<file path="src/rtl/ripple_counter_ctrl.sv">
// Run controller and round-robin arbiter for a 4-bit up/down ripple counter.
// Define CNT_CLEAR_EN to clear the counter before each non-zero run.
module ripple_counter_ctrl #(
  parameter int WIDTH = 4
) (
  input  logic             clk,
  input  logic             rst,
  input  logic [1:0]       req,
  input  logic [1:0]       req_dir,
  input  logic [WIDTH-1:0] req_len0,
  input  logic [WIDTH-1:0] req_len1,
  output logic [1:0]       gnt,
  output logic             busy,
  output logic             done,
  output logic             done_id,
  output logic             cnt_en,
  output logic             cnt_dir,
  output logic             cnt_clr
);

  typedef enum logic [1:0] {IDLE, CLEAR, RUN, DONE} state_t;

  state_t           state, state_nxt;
  logic             prio, prio_nxt;
  logic             owner, owner_nxt;
  logic             dir, dir_nxt;
  logic [WIDTH-1:0] remaining, rem_nxt;
  logic [1:0]       gnt_nxt;
  logic             win;
  logic [WIDTH-1:0] len_win;

  always_comb begin
    if (req == 2'b11) win = prio;
    else              win = req[1];
    len_win = win ? req_len1 : req_len0;
  end

  always_comb begin
    state_nxt = state;
    prio_nxt  = prio;
    owner_nxt = owner;
    dir_nxt   = dir;
    rem_nxt   = remaining;
    gnt_nxt   = 2'b00;
    case (state)
      IDLE: begin
        if (|req) begin
          owner_nxt = win;
          dir_nxt   = req_dir[win];
          rem_nxt   = len_win;
          gnt_nxt   = win ? 2'b10 : 2'b01;
          // A zero-length run still spends its grant cycle in RUN, with no steps.
`ifdef CNT_CLEAR_EN
          state_nxt = (len_win != '0) ? CLEAR : RUN;
`else
          state_nxt = RUN;
`endif
        end
      end
      CLEAR: state_nxt = RUN;
      RUN: begin
        if (remaining <= WIDTH'(1)) begin
          state_nxt = DONE;
          rem_nxt   = '0;
        end else begin
          rem_nxt = remaining - WIDTH'(1);
        end
      end
      DONE: begin
        prio_nxt  = ~owner;
        state_nxt = IDLE;
      end
      default: state_nxt = IDLE;
    endcase
  end

  always_ff @(posedge clk or negedge rst) begin
    if (!rst) begin
      state     <= IDLE;
      prio      <= 1'b0;
      owner     <= 1'b0;
      dir       <= 1'b0;
      remaining <= '0;
      gnt       <= 2'b00;
      busy      <= 1'b0;
      done      <= 1'b0;
      done_id   <= 1'b0;
      cnt_en    <= 1'b0;
      cnt_dir   <= 1'b0;
    end else begin
      state     <= state_nxt;
      prio      <= prio_nxt;
      owner     <= owner_nxt;
      dir       <= dir_nxt;
      remaining <= rem_nxt;
      gnt       <= gnt_nxt;
      busy      <= (state_nxt != IDLE);
      done      <= (state_nxt == DONE);
      done_id   <= (state_nxt == DONE) ? owner_nxt : 1'b0;
      cnt_en    <= (state_nxt == RUN) && (rem_nxt != '0);
      cnt_dir   <= ((state_nxt == RUN) && (rem_nxt != '0)) ? dir_nxt : 1'b0;
    end
  end

`ifdef CNT_CLEAR_EN
  always_ff @(posedge clk or negedge rst) begin
    if (!rst) cnt_clr <= 1'b0;
    else      cnt_clr <= (state_nxt == CLEAR);
  end
`else
  assign cnt_clr = 1'b0;
`endif

endmodule

</file>
<file path="config.mk">
export PLATFORM = sky130hd
export DESIGN_NAME = ripple_counter_ctrl
export DESIGN_NICKNAME = d
export VERILOG_FILES = /design/src/rtl/ripple_counter_ctrl.sv
export SDC_FILE = /design/constraint.sdc
export NUM_CORES = 1
export LEC_CHECK = 0
export ABC_AREA = 1
export BUFFER_PORTS_ARGS = -buffer_cell sky130_fd_sc_hd__buf_2
export CAP_MARGIN = 30
export CORE_UTILIZATION = 49
export DETAILED_ROUTE_END_ITERATION = 7
export PLACE_DENSITY = 0.74
export SLEW_MARGIN = 5
export SYNTH_ARGS = -nofsm -noshare
export SYNTH_HDL_FRONTEND = slang
export SYNTH_SLANG_ARGS = --single-unit
</file>
<file path="constraint.sdc">
create_clock -name clk -period 2.3 [get_ports clk]
set_input_delay 0.345 -clock clk [delete_from_list [all_inputs] [get_ports clk]]
set_output_delay 0.345 -clock clk [all_outputs]
set_load 0.005 [all_outputs]
</file>
==> results of run 1 <==
==> through the flow <==
stage | power, mW | instance area (um^2) | setup slack [ns]
finish | 1.51 | 1080 | 0.505
detailed placement | 1.32 | 1030 | 0.536
global placement | 1.29 | 1030 | 0.615
global route | 1.67 | 1080 | 0.352
CTS | 1.52 | 1080 | 0.514
floorplan | 1.14 | 933 | 0.793
==> repair_timing <==
| action | CTS | global route |
|---|---|---|
| hold buffers | 1 | 0 |
| setup buffers | 0 | 0 |
| hold endpoints to repair | 16 | 0 |
==> registers in the layout (all words and copies together), names as in the netlist <==
signal	count
remaining	4
gnt	2
state	2
busy	1
cnt_dir	1
cnt_en	1
dir	1
done	1
done_id	1
owner	1
prio	1
==> worst paths after layout <==
| path | from | end | slack [ns] | cells after the start |
|---|---|---|---|---|
| max | state[0]$_DFF_PN0_ | cnt_dir$_DFF_PN0_ | 0.50 | 11 |
| min | req_dir[1] | dir$_DFF_PN0_ | 0.32 | 3 |
| max reg2reg | state[0]$_DFF_PN0_ | cnt_dir$_DFF_PN0_ | 0.50 | 11 |
| min reg2reg | owner$_DFF_PN0_ | prio$_DFFE_PN0N_ | 0.44 | 1 |
| max in group asynchronous | rst | prio$_DFFE_PN0N_ | 1.56 | 2 |
| min in group asynchronous | rst | gnt[0]$_DFF_PN0_ | 0.48 | 2 |
==> layer usage <==
layer / routed length, um / up-vias
li1: - / 414
met1: 809 / 349
met2: 947 / 14
met3: 71 / 6
met4: 30 / 0
met5: 0 / -
==> kinds of logic (layout without fill, tap and decap cells) <==
family	after synthesis	after routing
simple gates	64	64
buf+inv	28	50
flops	16	16
compound gates	7	7
fa+ha+maj	5	5
other cells	1	1
==> final cells by class <==
class | count | area (um^2) | area share
Clock buffer | 4 | 36.3 | 0.0336
Inverter | 25 | 93.8 | 0.0868
Multi-Input combinational cell | 77 | 409 | 0.378
Sequential cell | 16 | 400 | 0.370
Tap cell | 25 | 31.3 | 0.0289
Timing Repair Buffer | 21 | 110 | 0.102
==> cells in the mapped netlist (2+ instances only) <==
| library cell | instances | area [um^2] |
|---|---|---|
| a21oi_1 | 2 | 10.0 |
| buf_6 | 2 | 22.5 |
| dfrtp_1 | 16 | 400 |
| ha_1 | 5 | 62.6 |
| inv_1 | 23 | 86.3 |
| inv_2 | 2 | 7.51 |
| nand2_1 | 31 | 116 |
| nand2_2 | 3 | 18.8 |
| nand3_1 | 11 | 55.1 |
| nand4_1 | 3 | 18.8 |
| nor2_1 | 11 | 41.3 |
| nor2_2 | 3 | 18.8 |
| o21ai_0 | 2 | 10.0 |
==> worst max-delay path, stage by stage, from the launching register on <==
cell and delay (ns):
dfrtp_1 0.39, inv_1 0.12, ha_1 0.41, inv_1 0.15, nand2_1 0.08, o21ai_0 0.09
nor2_2 0.19, inv_2 0.05, nand2_1 0.06, inv_1 0.05, nand2_2 0.07, nor2_2 0.03
==> power breakdown <==
group          switching [mW]  internal [mW]
registers              0.0829          0.410
logic                   0.518          0.309
clock network          0.0925         0.0964
total                   0.693          0.815
==> flow_summary_export.csv, run 1 <==
group,metric,value,unit
logic_synthesis,yosysSeqAreaShare,0.429,
grt,antenna_found_initial,0,
placed_design,numPortBuffers,20,
placed_design,place_inst,163,
placed_design,gp_routability_congestion,0.816,
cells_and_area,mostFrequentLayoutCells,"nand2_1 (31), inv_1 (23), buf_2 (20)",
logic_synthesis,synth_edf_count,0,
cells_and_area,final_util,0.613,
routing,vias_per_cell,4.66,
timing,rsz0062_at_grt,"no",
routing,drt_iter0_drc,4,
worst_setup_path,cp-end-kind,"flip-flop",
grt,grtUsageTotal,0.208,
clocking,clock_path_buffers,2,
clocking,insertion_delay,0.29,ns
die,die_x,45.6,um
timing,period_minus_slack,1.80,ns
routing,routed_wl,1860,um
cells_and_area,stdcell_count,168,
grt,grt_overflow_total,0,
logic_synthesis,synthSimpleGateAreaFrac,0.302,
worst_setup_path,worstSetupPathType,"reg2reg",
die,pin_count,22,
logic_synthesis,syn_avg_cell_area,7.71,um^2
timing,tns,0,ns
logic_synthesis,synth-compound-area-share,0.0657,
timing,max_freq,557,MHz
routing,drtPass1Iterations,4,
grt,grt_pass1_wl,2980,um
logic_synthesis,ys_ff_latch,16,
die,initial_core_util,0.529,
logic_synthesis,synth_xor_area_frac,0,
pwr,peakVddDrop,0.771,mV
timing,fin_crit_sh,0.780,
grt,grt_max_degree,17,
cells_and_area,final_layout_size_suffix_gt1_frac,0.238,
timing,hold_ws,0.317,ns
worst_setup_path,cp-start-kind,"flip-flop",
timing,hold_viol_final,0,
placed_design,dp_hpwl,1390,um
timing,clock_skew,0.00225,ns
clocking,clock-sinks,16,
pwr,p_leak,0.643,nW
die,die_h,45.6,um
routing,drc,0,
clocking,cts_htree_levels,1,
timing,setup_viol,0,
logic_synthesis,syn_area,933,um^2
grt,met2_usage,0.357,
logic_synthesis,synthCells,121,
logic_synthesis,synthAdderAreaFrac,0.0670,
routing,wl_per_cell,11.1,um
grt,top_usage_layer,"met2",
routing,final_antenna_net_count,0,
cells_and_area,syn2layout_area_growth,15.8,%
logic_synthesis,ys_types,20,
logic_synthesis,async_reset_ff_frac,1.00,
clocking,root_buffer,"clkbuf_4",
routing,route.vias.total,783,
worst_setup_path,cp.arrival,1.97,ns
logic_synthesis,yosys_warnings,0,
cells_and_area,n_antenna_cell,0,
logic_synthesis,ys.flop_type,"dfrtp_1",
logic_synthesis,synth_top_family_by_area,"simple AND/OR/NAND/NOR gates",
flow_run,max_cap_violations,0,
cells_and_area,fillerInstances,179,
logic_synthesis,synth_mux_area_frac,0,
clocking,cts_tree,"yes",
cells_and_area,mostFrequentLayoutCell,"nand2_1",
cells_and_area,fin_nets,163,
clocking,cts_buffers,3,
clocking,cts_resized,0,
logic_synthesis,synth_fp_nets,140,
clocking,path_clk_slew,0.10,ns
worst_hold_path,hold_path.class,"in2reg",
timing,report.final.slew_viol_count,0,
die,rows,15,
grt,use_met3,0.0357,
worst_setup_path,worst-path-max-fanout,10,
grt,use_met1,0.251,
grt,grt_pass1_vias,729,
worst_setup_path,critPathRequiredTime,2.48,ns
status,outcome,"finished clean",
pwr,cellPowerDensity,1400,mW/mm^2
die,core,0.00176,mm^2
die,die_area,0.00208,mm^2
Note: power is estimated with default switching activity, not from simulation.
==> run 2, diff against run 1 <==
==> constraint.sdc (replaced) <==
create_clock -name clk -period 1.7 [get_ports clk]
set_input_delay 0.255 -clock clk [delete_from_list [all_inputs] [get_ports clk]]
set_output_delay 0.255 -clock clk [all_outputs]
set_load 0.005 [all_outputs]
==> run 2 against run 1 <==
Setup slack worse by 0.37 ns. Sequential share of layout area down 0.63 points. Critical path type unchanged. Highest routed layer is now met3. Sequential power up 34%. Combinational power up 48%.
==> flow_summary_export.csv, run 2 (synthesis gave the netlist of run 1 again) <==
group,metric,value,unit
clocking,clock_path_buffers,2,
cells_and_area,n_antenna_cell,0,
die,rows,15,
timing,rsz0062_at_grt,"no",
cells_and_area,multi_input_area,427,um^2
routing,route.vias.total,786,
worst_setup_path,cp-end-kind,"flip-flop",
cells_and_area,seq_area,400,um^2
clocking,cts_htree_levels,1,
cells_and_area,mostFrequentLayoutCell,"nand2_1",
flow_run,max_cap_violations,0,
die,core,0.00176,mm^2
timing,setup_viol,0,
clocking,clock-sinks,16,
placed_design,dp_hpwl,1350,um
timing,clock_skew,0.00754,ns
worst_setup_path,rr_endpoint,"cnt_dir$_DFF_PN0_",
die,initial_core_util,0.529,
pwr,p_leak,0.645,nW
clocking,cts_buffers,3,
die,die_area,0.00208,mm^2
timing,hold_viol_final,0,
grt,grt_overflow_total,0,
routing,wl_per_cell,10.5,um
routing,final_antenna_net_count,0,
cells_and_area,mostFrequentLayoutCells,"nand2_1 (30), inv_1 (22), buf_2 (20)",
pwr,finalPower,2.07,mW
placed_design,numPortBuffers,20,
routing,drc,0,
die,die_h,45.6,um
cells_and_area,top_regs,"remaining (4), gnt (2), state (2)",
grt,antenna_found_initial,0,
clocking,path_clk_slew,0.09,ns
die,pin_count,22,
cells_and_area,fillerInstances,186,
clocking,cts_tree,"yes",
worst_setup_path,rrSetupSlack,0.13,ns
timing,period_minus_slack,1.57,ns
timing,max_freq,639,MHz
cells_and_area,fin_nets,165,
grt,grt_max_degree,17,
routing,drt_iter0_drc,23,
worst_setup_path,r2r_cells,11,
status,outcome,"finished clean",
routing,routed_wl,1770,um
clocking,insertion_delay,0.28,ns
cells_and_area,final_layout_size_suffix_gt1_frac,0.271,
timing,report.final.slew_viol_count,0,
die,die_x,45.6,um
worst_setup_path,worst-path-max-fanout,6,
worst_setup_path,cp-start-kind,"flip-flop",
worst_hold_path,hp-start,"req_dir[1]",
worst_setup_path,cp.arrival,1.73,ns
pwr,cellPowerDensity,1880,mW/mm^2
worst_hold_path,hold_path_end,"dir$_DFF_PN0_",
cells_and_area,largest_register_ffs,4,
worst_setup_path,r2r_start,"state[0]$_DFF_PN0_",
timing,fin_crit_sh,0.921,
routing,vias_per_cell,4.65,
cells_and_area,syn2layout_area_growth,17.8,%
worst_setup_path,worstSetupPathType,"reg2reg",
routing,drtPass1Iterations,4,
grt,grtUsageTotal,0.187,
cells_and_area,largest_register,"remaining",
pwr,peakVddDrop,1.25,mV
worst_setup_path,critPathRequiredTime,1.86,ns
grt,grt_pass1_vias,663,
grt,grt_pass1_wl,2750,um
placed_design,gp_routability_congestion,0.842,
cells_and_area,final_util,0.623,
worst_hold_path,hold_path.class,"in2reg",
worst_hold_path,min_delay_path_depth,3,
clocking,root_buffer,"clkbuf_4",
run 2: changes by cell type in the layout (fill, tap and decap cells not counted), sizes merged:
cell / change
clkbuf: -1
buf: +2
run 2: where the power goes:
part           internal [mW]  switching, mW  total, mW
Sequential             0.554          0.106      0.661
Combinational          0.485          0.736       1.22
Clock                 0.0820          0.104      0.186
Total                   1.12          0.946       2.07
run 2: repair_timing:
item	4_1_cts	5_1_grt
buffers inserted	0	2
endpoints found under the setup margin	2	3
resized for setup	1	4
hold endpoints to repair	16	0
hold buffers	1	0
run 2: worst max-delay path by stage:
stage,slack [ns],end,depth (start not counted),from
after floorplan,0.19,cnt_dir$_DFF_PN0_,13,state[0]$_DFF_PN0_
after global placement,0.009,cnt_dir$_DFF_PN0_,11,state[0]$_DFF_PN0_
after detailed placement,-0.03,cnt_dir$_DFF_PN0_,11,state[0]$_DFF_PN0_
after CTS,0.06,cnt_dir$_DFF_PN0_,13,remaining[0]$_DFF_PN0_
after global routing,0.02,cnt_dir$_DFF_PN0_,13,remaining[0]$_DFF_PN0_
final,0.13,cnt_dir$_DFF_PN0_,11,state[0]$_DFF_PN0_
run 2: per-layer routing:
metal | wire length, um | track usage | vias to the layer above
met3 | 53 | 0.0595 | 0
li1 | - | - | 411
met4 | 0 | 0.0182 | 0
met1 | 800 | 0.231 | 359
met5 | 0 | 0 | -
met2 | 919 | 0.326 | 16
run 2: stage by stage:
step                hold slack, ns  TNS [ns]  worst slack (ns)  std cells  instance area, um^2
detailed placement           0.185   -0.0500           -0.0325        163                 1030
CTS                          0.229         0            0.0643        167                 1070
global route                 0.281         0            0.0189        169                 1100
floorplan                  -0.0406         0             0.193        121                  933
global placement             0.182         0           0.00927        163                 1030
finish                       0.234         0             0.134        169                 1100
run 2: final cells by class:
class	count	area share
Clock buffer	3	0.0205
Timing Repair Buffer	23	0.114
Inverter	25	0.0853
Sequential cell	16	0.364
Multi-Input combinational cell	77	0.388
Tap cell	25	0.0284
run 2: worst max-delay path, cell delays in order, from the launching register on:
cell and delay (ns):
dfrtp_1 0.38, inv_1 0.15, ha_2 0.27, nand2_1 0.09, nand3_1 0.08, nand2_1 0.06
nor2_1 0.11, nand2_2 0.07, nor2_1 0.08, nand2_1 0.07, nand2_2 0.07, nor2_2 0.03
